**src/rtl/rx_data_merge.sv**
```systemverilog
// -----------------------------------------------------------------------------
// rx_data_merge
//   Receive-side merger that pairs with tx_data_split. A user request
//   (session, total bytes) is accepted, the TOE's per-chunk notifications for
//   that session are collected, and read-package requests of at most
//   MAX_READ_LEN bytes are issued. The chunked 512-bit RX stream is forwarded
//   as one message with a single last on its final beat. A completion status
//   follows the message.
//
// Ports
//   clk, rstn                 clock, asynchronous active-low reset
//   s_axis_rx_metadata_*      user request: data[47:16] total bytes, [15:0] session
//   s_axis_notification_*     TOE notification: data[31:16] chunk bytes, [15:0] session
//   m_axis_read_package_*     read request to TOE: data[31:16] bytes, [15:0] session
//   s_axis_rx_data_*          TOE chunk data (512b data, 64b keep, last per package)
//   m_axis_rx_data_*          merged message data to the user
//   m_axis_rx_status_*        completion: data[63:32] bytes, [31:16] 0, [15:0] session
//   drop_cnt                  saturating count of discarded foreign-session notifications
// -----------------------------------------------------------------------------
module rx_data_merge #(
  parameter int unsigned MAX_READ_LEN = 32'h8000,
  parameter int unsigned DROP_CNT_W   = 16
) (
  input  logic                  clk,
  input  logic                  rstn,

  input  logic                  s_axis_rx_metadata_valid,
  output logic                  s_axis_rx_metadata_ready,
  input  logic [47:0]           s_axis_rx_metadata_data,

  input  logic                  s_axis_notification_valid,
  output logic                  s_axis_notification_ready,
  input  logic [31:0]           s_axis_notification_data,

  output logic                  m_axis_read_package_valid,
  input  logic                  m_axis_read_package_ready,
  output logic [31:0]           m_axis_read_package_data,

  input  logic                  s_axis_rx_data_valid,
  output logic                  s_axis_rx_data_ready,
  input  logic [511:0]          s_axis_rx_data_data,
  input  logic [63:0]           s_axis_rx_data_keep,
  input  logic                  s_axis_rx_data_last,

  output logic                  m_axis_rx_data_valid,
  input  logic                  m_axis_rx_data_ready,
  output logic [511:0]          m_axis_rx_data_data,
  output logic [63:0]           m_axis_rx_data_keep,
  output logic                  m_axis_rx_data_last,

  output logic                  m_axis_rx_status_valid,
  input  logic                  m_axis_rx_status_ready,
  output logic [63:0]           m_axis_rx_status_data,

  output logic [DROP_CNT_W-1:0] drop_cnt
);

  typedef enum logic [2:0] {
    IDLE,
    WAIT_NOTIF,
    ISSUE,
    STREAM,
    STATUS
  } state_t;

  localparam logic [31:0]           MAX_LEN  = 32'(MAX_READ_LEN);
  localparam logic [DROP_CNT_W-1:0] DROP_ONE = DROP_CNT_W'(1);
  localparam logic [DROP_CNT_W-1:0] DROP_MAX = '1;

  state_t      state, state_nxt;
  logic [15:0] sess;
  logic [31:0] total;
  logic [31:0] remaining;
  logic [15:0] notif_left;
  logic [15:0] rd_len;

  logic        meta_hs, notif_hs, rd_hs, last_hs, status_hs;
  logic [15:0] notif_len, notif_sess;
  logic [31:0] meta_total;

  // Smallest of three byte counts, compared at full 32-bit width. The result
  // always fits 16 bits because MAX_LEN does.
  function automatic logic [15:0] min3(input logic [31:0] a,
                                       input logic [31:0] b,
                                       input logic [31:0] c);
    logic [31:0] m;
    m = a;
    if (b < m) m = b;
    if (c < m) m = c;
    return m[15:0];
  endfunction

  assign notif_len  = s_axis_notification_data[31:16];
  assign notif_sess = s_axis_notification_data[15:0];
  assign meta_total = s_axis_rx_metadata_data[47:16];

  assign meta_hs   = s_axis_rx_metadata_valid  && s_axis_rx_metadata_ready;
  assign notif_hs  = s_axis_notification_valid && s_axis_notification_ready;
  assign rd_hs     = m_axis_read_package_valid && m_axis_read_package_ready;
  assign last_hs   = s_axis_rx_data_valid && s_axis_rx_data_ready && s_axis_rx_data_last;
  assign status_hs = m_axis_rx_status_valid && m_axis_rx_status_ready;

  // State register.
  // NOTE: sequential state uses non-blocking assignments so every flop samples
  // pre-edge values regardless of process evaluation order.
  always_ff @(posedge clk or negedge rstn) begin
    if (!rstn) state <= IDLE;
    else       state <= state_nxt;
  end

  // Next-state logic.
  // NOTE: every combinational output gets a default first, so no path through
  // the case statement leaves a signal unassigned and infers a latch.
  always_comb begin
    state_nxt = state;
    unique case (state)
      IDLE:       if (meta_hs) state_nxt = (meta_total == 32'h0) ? STATUS : WAIT_NOTIF;
      WAIT_NOTIF: if (notif_hs && notif_sess == sess && notif_len != 16'h0) state_nxt = ISSUE;
      ISSUE:      if (rd_hs) state_nxt = STREAM;
      STREAM: begin
        if (last_hs) begin
          if (remaining == 32'h0)       state_nxt = STATUS;
          else if (notif_left != 16'h0) state_nxt = ISSUE;
          else                          state_nxt = WAIT_NOTIF;
        end
      end
      STATUS:     if (status_hs) state_nxt = IDLE;
      default:    state_nxt = IDLE;
    endcase
  end

  // Request bookkeeping. rd_len is computed on the transition into ISSUE so the
  // read-package payload is a plain register and stays stable under backpressure.
  // NOTE: all datapath registers are reset; there is no memory array here, so
  // resetting everything costs nothing and keeps outputs defined after reset.
  always_ff @(posedge clk or negedge rstn) begin
    if (!rstn) begin
      sess       <= '0;
      total      <= '0;
      remaining  <= '0;
      notif_left <= '0;
      rd_len     <= '0;
      drop_cnt   <= '0;
    end else begin
      unique case (state)
        IDLE: begin
          if (meta_hs) begin
            sess      <= s_axis_rx_metadata_data[15:0];
            total     <= meta_total;
            remaining <= meta_total;
          end
        end
        WAIT_NOTIF: begin
          if (notif_hs) begin
            if (notif_sess == sess) begin
              if (notif_len != 16'h0) begin
                notif_left <= notif_len;
                rd_len     <= min3({16'h0, notif_len}, remaining, MAX_LEN);
              end
            end else if (drop_cnt != DROP_MAX) begin
              drop_cnt <= drop_cnt + DROP_ONE;
            end
          end
        end
        ISSUE: begin
          if (rd_hs) begin
            remaining <= remaining - {16'h0, rd_len};
            // Once the message is complete, chunk bytes beyond it stay in the TOE.
            notif_left <= (remaining == {16'h0, rd_len}) ? 16'h0 : notif_left - rd_len;
          end
        end
        STREAM: begin
          if (last_hs && remaining != 32'h0 && notif_left != 16'h0)
            rd_len <= min3({16'h0, notif_left}, remaining, MAX_LEN);
        end
        default: ;
      endcase
    end
  end

  // Output decode. Readies are qualified with rstn so nothing is accepted
  // while reset is held, even though the state register reads IDLE.
  always_comb begin
    s_axis_rx_metadata_ready  = 1'b0;
    s_axis_notification_ready = 1'b0;
    m_axis_read_package_valid = 1'b0;
    m_axis_read_package_data  = {rd_len, sess};
    s_axis_rx_data_ready      = 1'b0;
    m_axis_rx_data_valid      = 1'b0;
    m_axis_rx_data_data       = s_axis_rx_data_data;
    m_axis_rx_data_keep       = s_axis_rx_data_keep;
    m_axis_rx_data_last       = 1'b0;
    m_axis_rx_status_valid    = 1'b0;
    m_axis_rx_status_data     = {total, 16'h0, sess};
    unique case (state)
      IDLE:       s_axis_rx_metadata_ready  = rstn;
      WAIT_NOTIF: s_axis_notification_ready = rstn;
      ISSUE:      m_axis_read_package_valid = 1'b1;
      STREAM: begin
        // Zero-latency pass-through; last survives only on the message's final package.
        m_axis_rx_data_valid = s_axis_rx_data_valid;
        s_axis_rx_data_ready = m_axis_rx_data_ready && rstn;
        m_axis_rx_data_last  = s_axis_rx_data_last && (remaining == 32'h0);
      end
      STATUS:     m_axis_rx_status_valid = 1'b1;
      default: ;
    endcase
  end

endmodule
```
**config.mk**
```make
export PLATFORM = sky130hd
export DESIGN_NAME = rx_data_merge
export DESIGN_NICKNAME = d
export VERILOG_FILES = /design/src/rtl/rx_data_merge.sv
export SDC_FILE = /design/constraint.sdc
export NUM_CORES = 1
export LEC_CHECK = 0
export BUFFER_PORTS_ARGS = -buffer_cell sky130_fd_sc_hd__buf_2
export CELL_PAD_IN_SITES_DETAIL_PLACEMENT = 2
export CELL_PAD_IN_SITES_GLOBAL_PLACEMENT = 2
export CORE_AREA = 2 2 528 530
export CTS_BUF_LIST = sky130_fd_sc_hd__clkbuf_8
export CTS_CLUSTER_DIAMETER = 120
export DETAILED_ROUTE_END_ITERATION = 10
export DIE_AREA = 0 0 530 532
export PLACE_DENSITY_LB_ADDON = 0.25
export SLEW_MARGIN = 20
export SYNTH_ARGS = -nofsm -noshare
export SYNTH_HDL_FRONTEND = slang
export SYNTH_SLANG_ARGS = --single-unit
```
**constraint.sdc**
```tcl
create_clock -name clk -period 3.85 [get_ports clk]
set_input_delay 0.385 -clock clk [delete_from_list [all_inputs] [get_ports clk]]
set_output_delay 0.385 -clock clk [all_outputs]
set_load 0.01 [all_outputs]
```
# Word level (Yosys, flattened, before mapping)
# Cells that the tools add are included.
# word_totals
reg_bits,131
inputBits,665
output_inout_bits,695
elab_cells,98
# op_classes
n_addsub,3
order_cmp,4
n_eq_ne,16
muxes,40
n_bitwise,1
reduce_logical,27
# ops
operator,count
32-bit 2-to-1 mux,10
16-bit 2-to-1 mux,11
32-bit logical NOT,2
16-bit by 32-bit < comparator with 1-bit output (first input constant),2
32-bit by 16-bit < comparator with 1-bit output,2
16-bit case mux with 2 select lines,2
32-bit case mux with 2 select lines,1
32-bit by 16-bit equality test with 1-bit output,1
16-bit nonzero test,2
32-bit nonzero test,1
32-bit by 16-bit subtractor with 32-bit output,1
3-bit 2-to-1 mux,7
2-bit != test (second input constant),9
16-bit by 1-bit adder with 16-bit output (second input constant),1
16-bit equality test,1
16-bit != test (second input constant),1
16-bit subtractor,1
3-bit case mux with 5 select lines,1
5-bit AND reduction,3
1-bit logical AND,12
1-bit 2-to-1 mux,7
3-bit by 2-bit equality test with 1-bit output (second input constant),2
2-bit nonzero test,3
4-bit AND reduction,1
7 further kinds,7

# Longest topological paths before layout
# depth
ltp_word,12
depth_mapped,12
mapped_depth_nobuf,11

# Least setup slack after synthesis
# No wires, ideal clock.
# synth_path
path_type,reg2reg
from,reg rd_len[0]
to,reg remaining[22]
setup_ns,0.104
t_arrival_ns,2.830
t_required_ns,3.746
setup_slack_ns,0.916
stages_incl_launch_ff,11
n_path_buf,0
period_less_slack_ns,2.934
cell_sequence,dfrtp_1 ha_1 fa_1 nor2b_1 o211ai_1 a21boi_1 o41a_1 a31oi_1 o311ai_1 o32ai_1 a221oi_1
# synth_via
elab_chain_len,3
# synth_rtl
element,line_no,text
start: declaration,75,logic [15:0] rd_len;
start signal: assignment,158,"rd_len <= min3({16'h0, notif_len}, remaining, MAX_LEN);"
start signal: assignment,174,"rd_len <= min3({16'h0, notif_left}, remaining, MAX_LEN);"
32-bit by 16-bit subtractor with 32-bit output,167,"remaining <= remaining - {16'h0, rd_len};"
32-bit 2-to-1 mux,166,if (rd_hs) begin
32-bit case mux with 2 select lines,145,unique case (state)
end signal: assignment,150,remaining <= meta_total;
end signal: assignment,167,
end: declaration,73,logic [31:0] remaining;
# Every way passes these cells. The select of a mux whose other input is x is not followed.
# A chain may end at the register's enable or synchronous reset.

# Worst setup path after layout
# layout_path
from,reg remaining[18]
to,out m_axis_rx_data_last
# layout_via
elab_chain_len,3
# layout_rtl
element,line_no,text
32-bit logical NOT,203,m_axis_rx_data_last = s_axis_rx_data_last && (remaining == 32'h0);
1-bit logical AND,203,
1-bit 2-to-1 mux,195,unique case (state)
end: declaration,49,"output logic m_axis_rx_data_last,"
# Every way passes these cells.

==> flow_summary.json <==
{
  "status": "finished clean",
  "num-fill-cells": 32880,
  "worstHoldPathCells": 2,
  "syn_area_um2": 13460,
  "ys_types": 75,
  "r2r-end": "rd_len[14]",
  "cp.required_ns": 3.46,
  "design.die.area_um2": 282000,
  "die_w_um": 530,
  "num_io_pins": 1360,
  "ir_worst_vdd_v": 0.0002812,
  "leakage_nw": 5.154,
  "row_count": 193,
  "maxCapViolations": 0,
  "ant_nets": 0,
  "reg2regPathDepth": 9,
  "initial_utilization_pct": 4.881,
  "overflow": 0,
  "vias": 9706,
  "tightestPinTransition_ns": 0.9107,
  "crit_fanout": 7,
  "synth_top_area_share_pct": 34.02,
  "finalClockSkew_ns": 0.03049,
  "path_clk_slew_ns": 0.11,
  "grt_pass1_vias": 10720,
  "antenna_found_initial": 37,
  "syn_area_per_cell_um2": 8.624,
  "ys_warn_count": 0,
  "root_buffer": "clkbuf_8",
  "ys_seq_area_share_pct": 24.35,
  "synth_edf_count": 0,
  "regArea_um2": 3279,
  "dr_wl_met2_um": 53040,
  "clk_latency_ns": 0.62,
  "coreArea_um2": 275800,
  "postCtsSetupBuffers": 0,
  "final_layout_size_suffix_gt1_share_pct": 26.75,
  "cts_sinks": 131,
  "cp.arrival_ns": 3.12,
  "finalWorstSetupSlack_ns": 0.3430,
  "yosysMostFrequentCell": "buf_4",
  "nNetsFinal": 1905,
  "min_to": "total[26]",
  "pre_cts_ws_ns": 0.5502,
  "synth_common_cells": "buf_4, dfrtp_1, nor2_1",
  "cts_tree": "done",
  "postSynth.asyncResetShare_pct": 100.0,
  "hpwl_um": 106300,
  "die_h_um": 532,
  "syn2layout_area_growth_pct": 12.40,
  "highest_layer": "met5",
  "firstDrtPassIters": 4,
  "cp-start-kind": "register",
  "via_per_inst": 1.977,
  "r2r-start": "remaining[18]",
  "port_buffers": 191,
  "wl_um": 121600,
  "ys_ff_latch": 131,
  "synthFlopType": "dfrtp_1",
  "power_density_nw_per_um2": 461.3,
  "endpoint_kind": "output pin",
  "ff2ff_setup_slack_ns": 0.62,
  "yosysTopAreaCell": "buf_4",
  "max_freq_ghz": 0.2851,
  "min_from": "s_axis_rx_metadata_data[42]",
  "hold_viol": 0,
  "drcViolationCount": 0,
  "slew_viol_final": 0,
  "finalPower_mw": 6.980,
  "wl_met1_um": 32140,
  "synth_area_leaders": "buf_4, dfrtp_1, ha_1",
  "grt_setup_unrepaired": "no",
  "min_path_type": "input port to register",
  "wire_per_inst_um": 24.77,
  "track_usage_pct": 8.411,
  "period_share_pct": 91.09,
  "drt-initial-drc-count": 361,
  "post-route-min-period_ns": 3.507,
  "gp_congestion": 0.6469,
  "cts-buffers-inserted": 17,
  "clock_path_buffers": 2,
  "slew_headroom_pct": 39.28,
  "wl_met3_um": 25580,
  "htree_levels": 4,
  "path_class": "register to output pin",
  "multi_input_area_um2": 5309,
  "synthCells": 1561,
  "grt_first_pass_wirelength_um": 147500,
  "setup_viol_count_final": 0,
  "setup_tns_ns": 0,
  "grt_max_degree": 94
}
## state kept, by name (all words and copies together), names as in the netlist
| register | flops |
|---|---|
| remaining | 32 |
| total | 32 |
| drop_cnt | 16 |
| notif_left | 16 |
| rd_len | 16 |
| sess | 16 |
| state | 3 |
## metrics by stage
stage | hold slack [ns] | cell area, um2 | util [%] | std cells
global placement | 0.4874 | 14610 | 5.296 | 4852
floorplan | 0.08941 | 13520 | - | 1576
finish | 0.1161 | 15130 | 5.487 | 4909
CTS | 0.003043 | 15090 | 5.471 | 4894
detailed placement | 0.4896 | 14610 | 5.296 | 4852
global route | 0.04427 | 15100 | 5.475 | 4896
## layout make-up
cell class,count,area share (%)
clock buffers,17,1.546
multi-input cells,739,35.09
clock inverters,15,0.9758
flip-flops and latches,131,21.67
inverters,62,1.538
well taps,3705,30.64
diodes,15,0.2481
repair buffers,225,8.294
## worst max-delay path by stage
stage,startpoint,end,depth (start not counted)
2_1_floorplan,rd_len[0],remaining[22],10
3_3_place_gp,rd_len[1],remaining[23],11
3_5_place_dp,rd_len[1],remaining[19],11
4_1_cts,remaining[18],m_axis_rx_data_last,6
5_1_grt,remaining[18],m_axis_rx_data_last,6
6_report,remaining[18],m_axis_rx_data_last,6
## critical path: stages (launching register included)
cell and delay, ns:
dfrtp_1 0.48, or4_4 0.61, nor4b_4 0.42, nand3_1 0.26, nor3_4 0.33, and3_1 0.20, buf_2 0.20
## where the power goes
part / internal [mW] / total [mW] / switching (mW)
clock network: 0.528 / 1.43 / 0.897
registers: 1.83 / 2.46 / 0.634
logic: 1.35 / 3.09 / 1.74
## layer usage
layer	GRT usage, %	vias to the layer above
met5	0.5983	-
met4	6.488	12
met3	7.896	450
met2	12.93	817
met1	6.422	4453
li1	-	3974
## placed cells by master (no fill, tap or decap), drive strengths merged, types with 15 or more instances in the layout
| cell type | netlist | layout |
|---|---|---|
| mux2 | 50 | 50 |
| inv | 61 | 67 |
| mux2i | 17 | 17 |
| nand4 | 19 | 19 |
| a21oi | 51 | 51 |
| xor2 | 26 | 26 |
| a21o | 20 | 20 |
| o21ai | 33 | 33 |
| xnor2 | 28 | 28 |
| a211o | 16 | 16 |
| a22o | 15 | 15 |
| nand3 | 18 | 18 |
| dfrtp | 131 | 131 |
| nor2 | 83 | 83 |
| nor3 | 38 | 38 |
| conb | 1 | 16 |
| diode | 0 | 15 |
| buf | 621 | 215 |
| ha | 62 | 62 |
| clkbuf | 23 | 17 |
| nor4 | 25 | 25 |
| nand2 | 55 | 55 |
## logic make-up after synthesis
logic type | Yosys count | share of synthesized area, %
AOI/OAI and AO/OA | 238 | 12.45
adders and majority gates | 64 | 6.060
other | 1 | 0.02786
buffers and inverters | 706 | 36.82
xor gates and xnor gates | 54 | 3.513
muxes | 67 | 5.447
and+or+nand+nor | 300 | 11.32
DFF | 131 | 24.35
## what timing repair did
item	4_1_cts	5_1_grt
hold buffers	10	0
endpoints found under the hold margin	100	0
gates resized for setup	0	1
endpoints found under the setup margin	0	1
Note: power is estimated with default switching activity, not from simulation.
